<file path="src/rtl/gcd_pkg.sv">
// Shared definitions for the gcd engine, its requester and their benches.
package gcd_pkg;

    localparam int GCD_DATA_W = 32;

    typedef enum logic [1:0] {
        IDLE  = 2'd0,
        ISSUE = 2'd1,
        WAIT  = 2'd2,
        ERROR = 2'd3
    } gcd_state_e;

endpackage

</file>
<file path="src/rtl/gcd_op_fifo.sv">
// Synchronous FIFO of {a,b} operand pairs feeding the gcd requester.
module gcd_op_fifo
    import gcd_pkg::*;
#(
    parameter int DATA_W = GCD_DATA_W,
    parameter int DEPTH  = 4,
    localparam int AW    = $clog2(DEPTH),
    localparam int CW    = $clog2(DEPTH + 1)
) (
    input  logic                  clk_i,
    input  logic                  rst_i,
    input  logic                  i_push,
    input  logic [2*DATA_W-1:0]   i_data,
    input  logic                  i_pop,
    output logic [2*DATA_W-1:0]   o_data,
    output logic                  o_full,
    output logic                  o_empty,
    output logic [CW-1:0]         o_count
);

    logic [2*DATA_W-1:0] r_mem [DEPTH];
    logic [AW-1:0]       r_wr_ptr;
    logic [AW-1:0]       r_rd_ptr;
    logic [CW-1:0]       r_count;
    logic                w_push;
    logic                w_pop;

    assign o_full  = (r_count == CW'(DEPTH));
    assign o_empty = (r_count == '0);
    assign o_count = r_count;
    assign o_data  = r_mem[r_rd_ptr];

    assign w_push = i_push & ~o_full;
    assign w_pop  = i_pop & ~o_empty;

    always_ff @(posedge clk_i) begin
        if (w_push) begin
            r_mem[r_wr_ptr] <= i_data;
        end
    end

    // Pointers wrap naturally because DEPTH is a power of two.
    always_ff @(posedge clk_i or posedge rst_i) begin
        if (rst_i) begin
            r_wr_ptr <= '0;
            r_rd_ptr <= '0;
            r_count  <= '0;
        end else begin
            if (w_push) begin
                r_wr_ptr <= r_wr_ptr + 1'b1;
            end
            if (w_pop) begin
                r_rd_ptr <= r_rd_ptr + 1'b1;
            end
            unique case ({w_push, w_pop})
                2'b10:   r_count <= r_count + 1'b1;
                2'b01:   r_count <= r_count - 1'b1;
                default: r_count <= r_count;
            endcase
        end
    end

endmodule

</file>
<file path="src/rtl/gcd_client.sv">
// Requester for the gcd engine: buffers operand pairs, issues starts,
// captures results and flags an engine that never answers.
module gcd_client
    import gcd_pkg::*;
#(
    parameter int DATA_W     = GCD_DATA_W,
    parameter int FIFO_DEPTH = 4,
    parameter int TIMEOUT    = 4096,
    localparam int CW        = $clog2(FIFO_DEPTH + 1),
    localparam int PW        = CW + 1
) (
    input  logic              clk_i,
    input  logic              rst_i,
    input  logic              in_valid_i,
    output logic              in_ready_o,
    input  logic [DATA_W-1:0] in_a_i,
    input  logic [DATA_W-1:0] in_b_i,
    output logic              eng_start_o,
    output logic [DATA_W-1:0] eng_a_o,
    output logic [DATA_W-1:0] eng_b_o,
    input  logic              eng_valid_i,
    input  logic [DATA_W-1:0] eng_result_i,
    output logic              out_valid_o,
    input  logic              out_ready_i,
    output logic [DATA_W-1:0] out_result_o,
    output logic              out_timeout_o,
    output logic [PW-1:0]     pending_o
);

    localparam int WD_W   = (TIMEOUT > 0) ? $clog2(TIMEOUT + 1) : 1;
    localparam int WD_LIM = (TIMEOUT > 0) ? TIMEOUT - 1 : 0;
    localparam bit WD_EN  = (TIMEOUT != 0);

    gcd_state_e          r_state;
    logic [WD_W-1:0]     r_wd;
    logic [DATA_W-1:0]   r_eng_a;
    logic [DATA_W-1:0]   r_eng_b;
    logic                r_out_valid;
    logic [DATA_W-1:0]   r_out_result;
    logic                r_out_timeout;

    logic [2*DATA_W-1:0] w_head;
    logic [DATA_W-1:0]   w_head_a;
    logic [DATA_W-1:0]   w_head_b;
    logic                w_full;
    logic                w_empty;
    logic [CW-1:0]       w_count;
    logic                w_push;
    logic                w_pop;
    logic                w_issue;
    logic                w_timeout;

    assign w_issue   = (r_state == ISSUE);
    assign w_push    = in_valid_i & in_ready_o;
    assign w_pop     = w_issue;
    assign w_head_a  = w_head[2*DATA_W-1:DATA_W];
    assign w_head_b  = w_head[DATA_W-1:0];
    assign w_timeout = WD_EN && (r_wd == WD_W'(WD_LIM));

    gcd_op_fifo #(
        .DATA_W (DATA_W),
        .DEPTH  (FIFO_DEPTH)
    ) u_fifo (
        .clk_i   (clk_i),
        .rst_i   (rst_i),
        .i_push  (w_push),
        .i_data  ({in_a_i, in_b_i}),
        .i_pop   (w_pop),
        .o_data  (w_head),
        .o_full  (w_full),
        .o_empty (w_empty),
        .o_count (w_count)
    );

    assign in_ready_o    = ~w_full & (r_state != ERROR);
    assign eng_start_o   = w_issue;
    // The engine samples operands in the start cycle, so bypass the regs.
    assign eng_a_o       = w_issue ? w_head_a : r_eng_a;
    assign eng_b_o       = w_issue ? w_head_b : r_eng_b;
    assign out_valid_o   = r_out_valid;
    assign out_result_o  = r_out_result;
    assign out_timeout_o = r_out_timeout;
    assign pending_o     = PW'(w_count) + PW'(r_state == WAIT);

    always_ff @(posedge clk_i or posedge rst_i) begin
        if (rst_i) begin
            r_state       <= IDLE;
            r_wd          <= '0;
            r_eng_a       <= '0;
            r_eng_b       <= '0;
            r_out_valid   <= 1'b0;
            r_out_result  <= '0;
            r_out_timeout <= 1'b0;
        end else begin
            if (r_out_valid && out_ready_i) begin
                r_out_valid <= 1'b0;
            end
            unique case (r_state)
                IDLE: begin
                    if (!w_empty && !r_out_valid) begin
                        r_state <= ISSUE;
                    end
                end
                ISSUE: begin
                    r_eng_a <= w_head_a;
                    r_eng_b <= w_head_b;
                    r_wd    <= '0;
                    r_state <= WAIT;
                end
                WAIT: begin
                    if (r_wd != '1) begin
                        r_wd <= r_wd + 1'b1;
                    end
                    // A result landing on the deadline still counts.
                    if (eng_valid_i) begin
                        r_out_result  <= eng_result_i;
                        r_out_timeout <= 1'b0;
                        r_out_valid   <= 1'b1;
                        r_state       <= IDLE;
                    end else if (w_timeout) begin
                        r_out_result  <= '0;
                        r_out_timeout <= 1'b1;
                        r_out_valid   <= 1'b1;
                        r_state       <= ERROR;
                    end
                end
                ERROR: begin
                    r_state <= ERROR;
                end
            endcase
        end
    end

endmodule

</file>
<file path="config.mk">
export PLATFORM = sky130hd
export DESIGN_NAME = gcd_client
export DESIGN_NICKNAME = d
export VERILOG_FILES = /design/src/rtl/gcd_pkg.sv /design/src/rtl/gcd_op_fifo.sv /design/src/rtl/gcd_client.sv
export SDC_FILE = /design/constraint.sdc
export NUM_CORES = 1
export LEC_CHECK = 0
export ABC_AREA = 1
export BUFFER_PORTS_ARGS = -buffer_cell sky130_fd_sc_hd__buf_2
export CAP_MARGIN = 40
export CORE_UTILIZATION = 60
export DETAILED_ROUTE_END_ITERATION = 10
export GPL_TIMING_DRIVEN = 0
export PLACE_DENSITY_LB_ADDON = 0.15
export SLEW_MARGIN = 20
export SYNTH_ARGS = -nofsm -noshare
export SYNTH_HDL_FRONTEND = slang
export SYNTH_HIERARCHICAL = 1
export SYNTH_SLANG_ARGS = --single-unit
</file>
<file path="constraint.sdc">
create_clock -name clk_i -period 6.7 [get_ports clk_i]
set_input_delay 0.335 -clock clk_i [delete_from_list [all_inputs] [get_ports clk_i]]
set_output_delay 0.335 -clock clk_i [all_outputs]
set_load 0.02 [all_outputs]
</file>
==> results <==
- The run finished with clean final reports.
- In this run the tightest slew margin relative to its limit is 59.0%.
- The die boundary width is 162 um.
- The cell with the biggest individual delay on the critical path is sky130_fd_sc_hd__dfrtp_1.
- The peak per-stage delay on the critical path is approximately 0.40 ns.
- The switching share of total power is 18.8%.
- The post-place setup slack is 4.01 ns.
- The wire-length estimate of the detail-placed layout is 22.2 mm.
- The tightest min-delay check is of the input pin to flip-flop type.
- The share of final-layout standard cells stronger than drive strength 1 is 21.2%.
- The final net count is 1734.
- The net switching power figure is just under 900 uW.
- The count of buffers added on input and output ports is roughly 200.
- Traced cell by cell, the critical path runs through inv_1 > nand3_1 > inv_1 > nor3b_1 > nand2_1 > nor2_4 > buf_12 > buf_16 > buf_12.
- After the first detailed-routing iteration, the DRC count stood at 782.
- In this run, CTS created clock tree buffers numbering 38.
- The number of detailed-route iterations in the first pass is 5.
- Of the total power, combinational logic draws 1.4%.
- The number of global-route vias before repair was just over 10000.
- The total setup violations reported at the end of the flow is 0.
- The CTS clock-pin slew for the worst setup and hold paths is 0.06 ns.
- The number of setup buffers added after CTS is 0.
- After global routing the overflow that remains totals 0.
- The core region is between 20000 and 30000 um2.
- Summed over all layers, the routed wires come to roughly 34 mm.
- The tree is rooted in a sky130_fd_sc_hd__clkbuf_16.
- The die is ~160 um tall.
- Between clock sinks in the finished design, the worst skew comes to 0.0135 ns.
- The total die area is about 26000 um2.
- The worst-case IR drop observed on VDD is 0.271 mV.
- The post-synthesis area per instance is 11.3 um2.
- TritonCTS built the clock tree.
- Grouping stages by cell kind, the critical path spends the most delay in simple AND/OR/NAND/NOR gates.
- The number of nets in the synthesized netlist is 1475.
- The average wire per cell in the routed design is between 15 and 20 um.
- Along the worst path, the maximum fanout reaches 23.
- The weighted congestion reported at the end of routability-driven placement is 0.806.
- In the routed design, unresolved DRC markers number 0.
- The post-route setup TNS is 0 ns.
- Setup slack closes at 3.98 ns.
- The share of total power in sequential cells is 52.9%.
- The routed layout has 10500 vias.
- The first global-routing pass estimated ~53 mm of wire.
- In this run the static leakage power is 0.00893 uW.
- Dividing the detail-routed via count by the number of cells gives about 5.3.
- After layout, the minimum clock period comes to approximately 2.7 ns.
- The relative area change from synthesis to final layout is 20.4%.
- After layout, the worst path uses 40.6% of the clock period.
- The post-detailed-route count of antenna-violating nets is 0.
- Global routing used a little over a quarter of the available tracks.
- The number of synthesized register bits is 376.
- The buffer depth of the longest clock path is 3.
- The initial standard-cell utilization of the core is 61.1%.
- Entering global routing, the biggest net connects 78 pins.
- The clock network burns 45.7% of the power.
- The number of different library cells in the post-synthesis netlist is 32.
- The number of antenna violations at the first check in global routing is 3.
- The path type of the worst setup path is flip-flop to flip-flop.
- The sort of element at the start of the critical path is a flip-flop.
- The internal power consumption is 3820 uW.
- The synthesized cell area is between 15000 and 20000 um2.
- The Yosys step of the flow raised 6 warnings.
- The slew of the pin with the lowest slew margin is between 0.6 and 0.7 ns.
- The number of instances in the synthesized netlist is 1365.
- Counting the fill cells in the layout gives 1674.
- For this design the ratio of total power to cell area is ~250 nW/um2.
- The type of element capturing the critical path is a flip-flop.
- The highest clock rate is between 300 and 400 MHz.
- The critical path data required time is 6.91 ns.
- The clock drives 376 sinks.
- The placement row count is 58.
- The max capacitance violation total is 0.
- Clock latency on the worst-skew pair, taken at its later pin, is 0.52 ns.
- The worst path arrival time is around 2.9 ns.
- Setup repair after global routing left no endpoint under its margin.
- Summing all non-filler instances in the final layout gives an area of between 15000 and 20000 um2.
- The number of pins exceeding their max-slew limit in the final report is 0.
- The deepest level of the CTS H-tree is 2.
- Pin placement for this block handled 205 I/O pins.
- The count of buffering cells on the critical path with inverters included is 5.
- Sequential elements use between 60% and 70% of the synthesized area.
- Summing all placed instances gives a cell area of 17200 um2.
- The final count of hold timing violations is 0.
==> synthesized netlist by cell type <==
cell,count,area (um2)
sky130_fd_sc_hd__nand2_1,514,1930
sky130_fd_sc_hd__edfxtp_1,256,7690
sky130_fd_sc_hd__inv_1,162,608
sky130_fd_sc_hd__o211ai_1,128,961
sky130_fd_sc_hd__dfrtp_1,120,3000
sky130_fd_sc_hd__nand3_1,61,305
sky130_fd_sc_hd__buf_2,26,130
sky130_fd_sc_hd__buf_6,23,259
sky130_fd_sc_hd__clkbuf_1,12,45.0
sky130_fd_sc_hd__nor2_1,11,41.3
sky130_fd_sc_hd__ha_1,8,100
sky130_fd_sc_hd__buf_4,7,52.6
sky130_fd_sc_hd__nand4_1,6,37.5
sky130_fd_sc_hd__inv_2,4,15.0
sky130_fd_sc_hd__o21ai_0,4,20.0
sky130_fd_sc_hd__xnor2_1,3,26.3
sky130_fd_sc_hd__a21oi_1,2,10.0
sky130_fd_sc_hd__nor2_2,2,12.5
sky130_fd_sc_hd__nor2_4,2,22.5
sky130_fd_sc_hd__xor2_1,2,17.5
sky130_fd_sc_hd__a21boi_2,1,11.3
sky130_fd_sc_hd__and3_1,1,6.26
sky130_fd_sc_hd__buf_1,1,3.75
sky130_fd_sc_hd__fa_1,1,20.0
sky130_fd_sc_hd__nand2_2,1,6.26
sky130_fd_sc_hd__nand2_4,1,11.3
sky130_fd_sc_hd__nand3_2,1,10.0
sky130_fd_sc_hd__nand3b_1,1,7.51
sky130_fd_sc_hd__nor3_1,1,5.00
sky130_fd_sc_hd__nor3b_1,1,7.51
sky130_fd_sc_hd__o21bai_1,1,7.51
sky130_fd_sc_hd__or2_2,1,6.26
==> layout by cell type, fill, tap and decap left out, drive strengths merged, types with 2 or more instances in the layout <==
master       netlist  final
nand2            516    516
buf               57    274
edfxtp           256    256
inv              166    166
o211ai           128    128
dfrtp            120    120
clkbuf            12     74
nand3             62     62
nor2              15     15
ha                 8      8
nand4              6      6
clkinv             0      6
o21ai              4      4
xnor2              3      3
diode              0      2
xor2               2      2
a21oi              2      2
dlygate4sd3        0      2
==> stage by stage <==
stage / cells / util [%] / power, uW / hold slack [ns]
finish: 1986 / 73.6 / 4700 / 0.0311
global route: 1985 / 73.6 / 4820 / 0.0192
CTS: 1984 / 73.6 / 4720 / 0.0159
detailed placement: 1912 / 68.3 / 2600 / 0.330
global placement: 1898 / 66.8 / 2590 / 0.297
floorplan: 1365 / - / 2550 / 0.138
==> area by class of cell <==
cell class	count	area (um2)	share of cell area, %
clock inverter	8	65.1	0.351
timing repair buffer	219	1380	7.43
antenna	2	5.00	0.0270
clock buffer	62	1250	6.73
inverter	166	628	3.39
buffer	69	490	2.65
tap	330	413	2.23
multi-input combinational	754	3610	19.5
sequential	376	10700	57.7
==> registers in the layout, indices dropped and copies added (netlist names), 2 cells and up <==
| signal | count |
|---|---|
| r_eng_b | 32 |
| u_fifo/r_wr_ptr | 2 |
| u_fifo/r_rd_ptr | 2 |
| u_fifo/o_count | 3 |
| r_eng_a | 32 |
| out_result_o | 32 |
| u_fifo/r_mem | 256 |
| r_state | 2 |
| r_wd | 13 |
==> power by group through the flow <==
stage	sequential, uW	combinational [uW]	clock [uW]
final	2490	65.9	2150
after global routing	2480	73.8	2260
after CTS	2490	67.0	2170
after detailed placement	2530	65.6	0
after global placement	2530	59.6	0
after floorplan	2530	14.1	0
==> metal layers <==
metal	global-route usage (%)	vias to the layer above	wire (um)
li1	-	5070	-
met1	33.6	5008	13800
met2	45.3	392	17000
met3	4.93	63	2240
met4	8.96	2	887
met5	0	-	11
==> what timing repair did <==
| item | in CTS | in global routing |
|---|---|---|
| hold endpoints to repair | 44 | 0 |
| gates resized for setup | 0 | 0 |
| hold buffers | 2 | 0 |
| endpoints found under the setup margin | 0 | 0 |
==> logic make-up (layout without fill, tap and decap cells) <==
kind of cell    after synthesis  in the layout  share of synthesized area [%]
xor+xnor                      5              5                          0.285
buf+inv                     235            524                           7.24
other cells                   0              2                              0
compound gates              136            136                           6.56
flops                       376            376                           69.5
simple gates                604            604                           15.7
fa+ha+maj                     9              9                          0.781
==> path summary, 6_finish.rpt <==
kind | start | to | slack (ns) | depth (start not counted)
min in group asynchronous | rst_i | u_fifo/r_rd_ptr[0] | 0.34 | 3
min reg2reg | r_eng_a[5] | r_eng_a[5] | 0.46 | 2
min | in_a_i[3] | u_fifo/r_mem[2][35] | 0.03 | 1
max reg2reg | u_fifo/o_count[1] | u_fifo/r_mem[2][8] | 3.98 | 9
max | u_fifo/o_count[1] | u_fifo/r_mem[2][8] | 3.98 | 9
max in group asynchronous | rst_i | r_eng_a[8] | 5.61 | 4
Power figures use the tool's default switching activity.
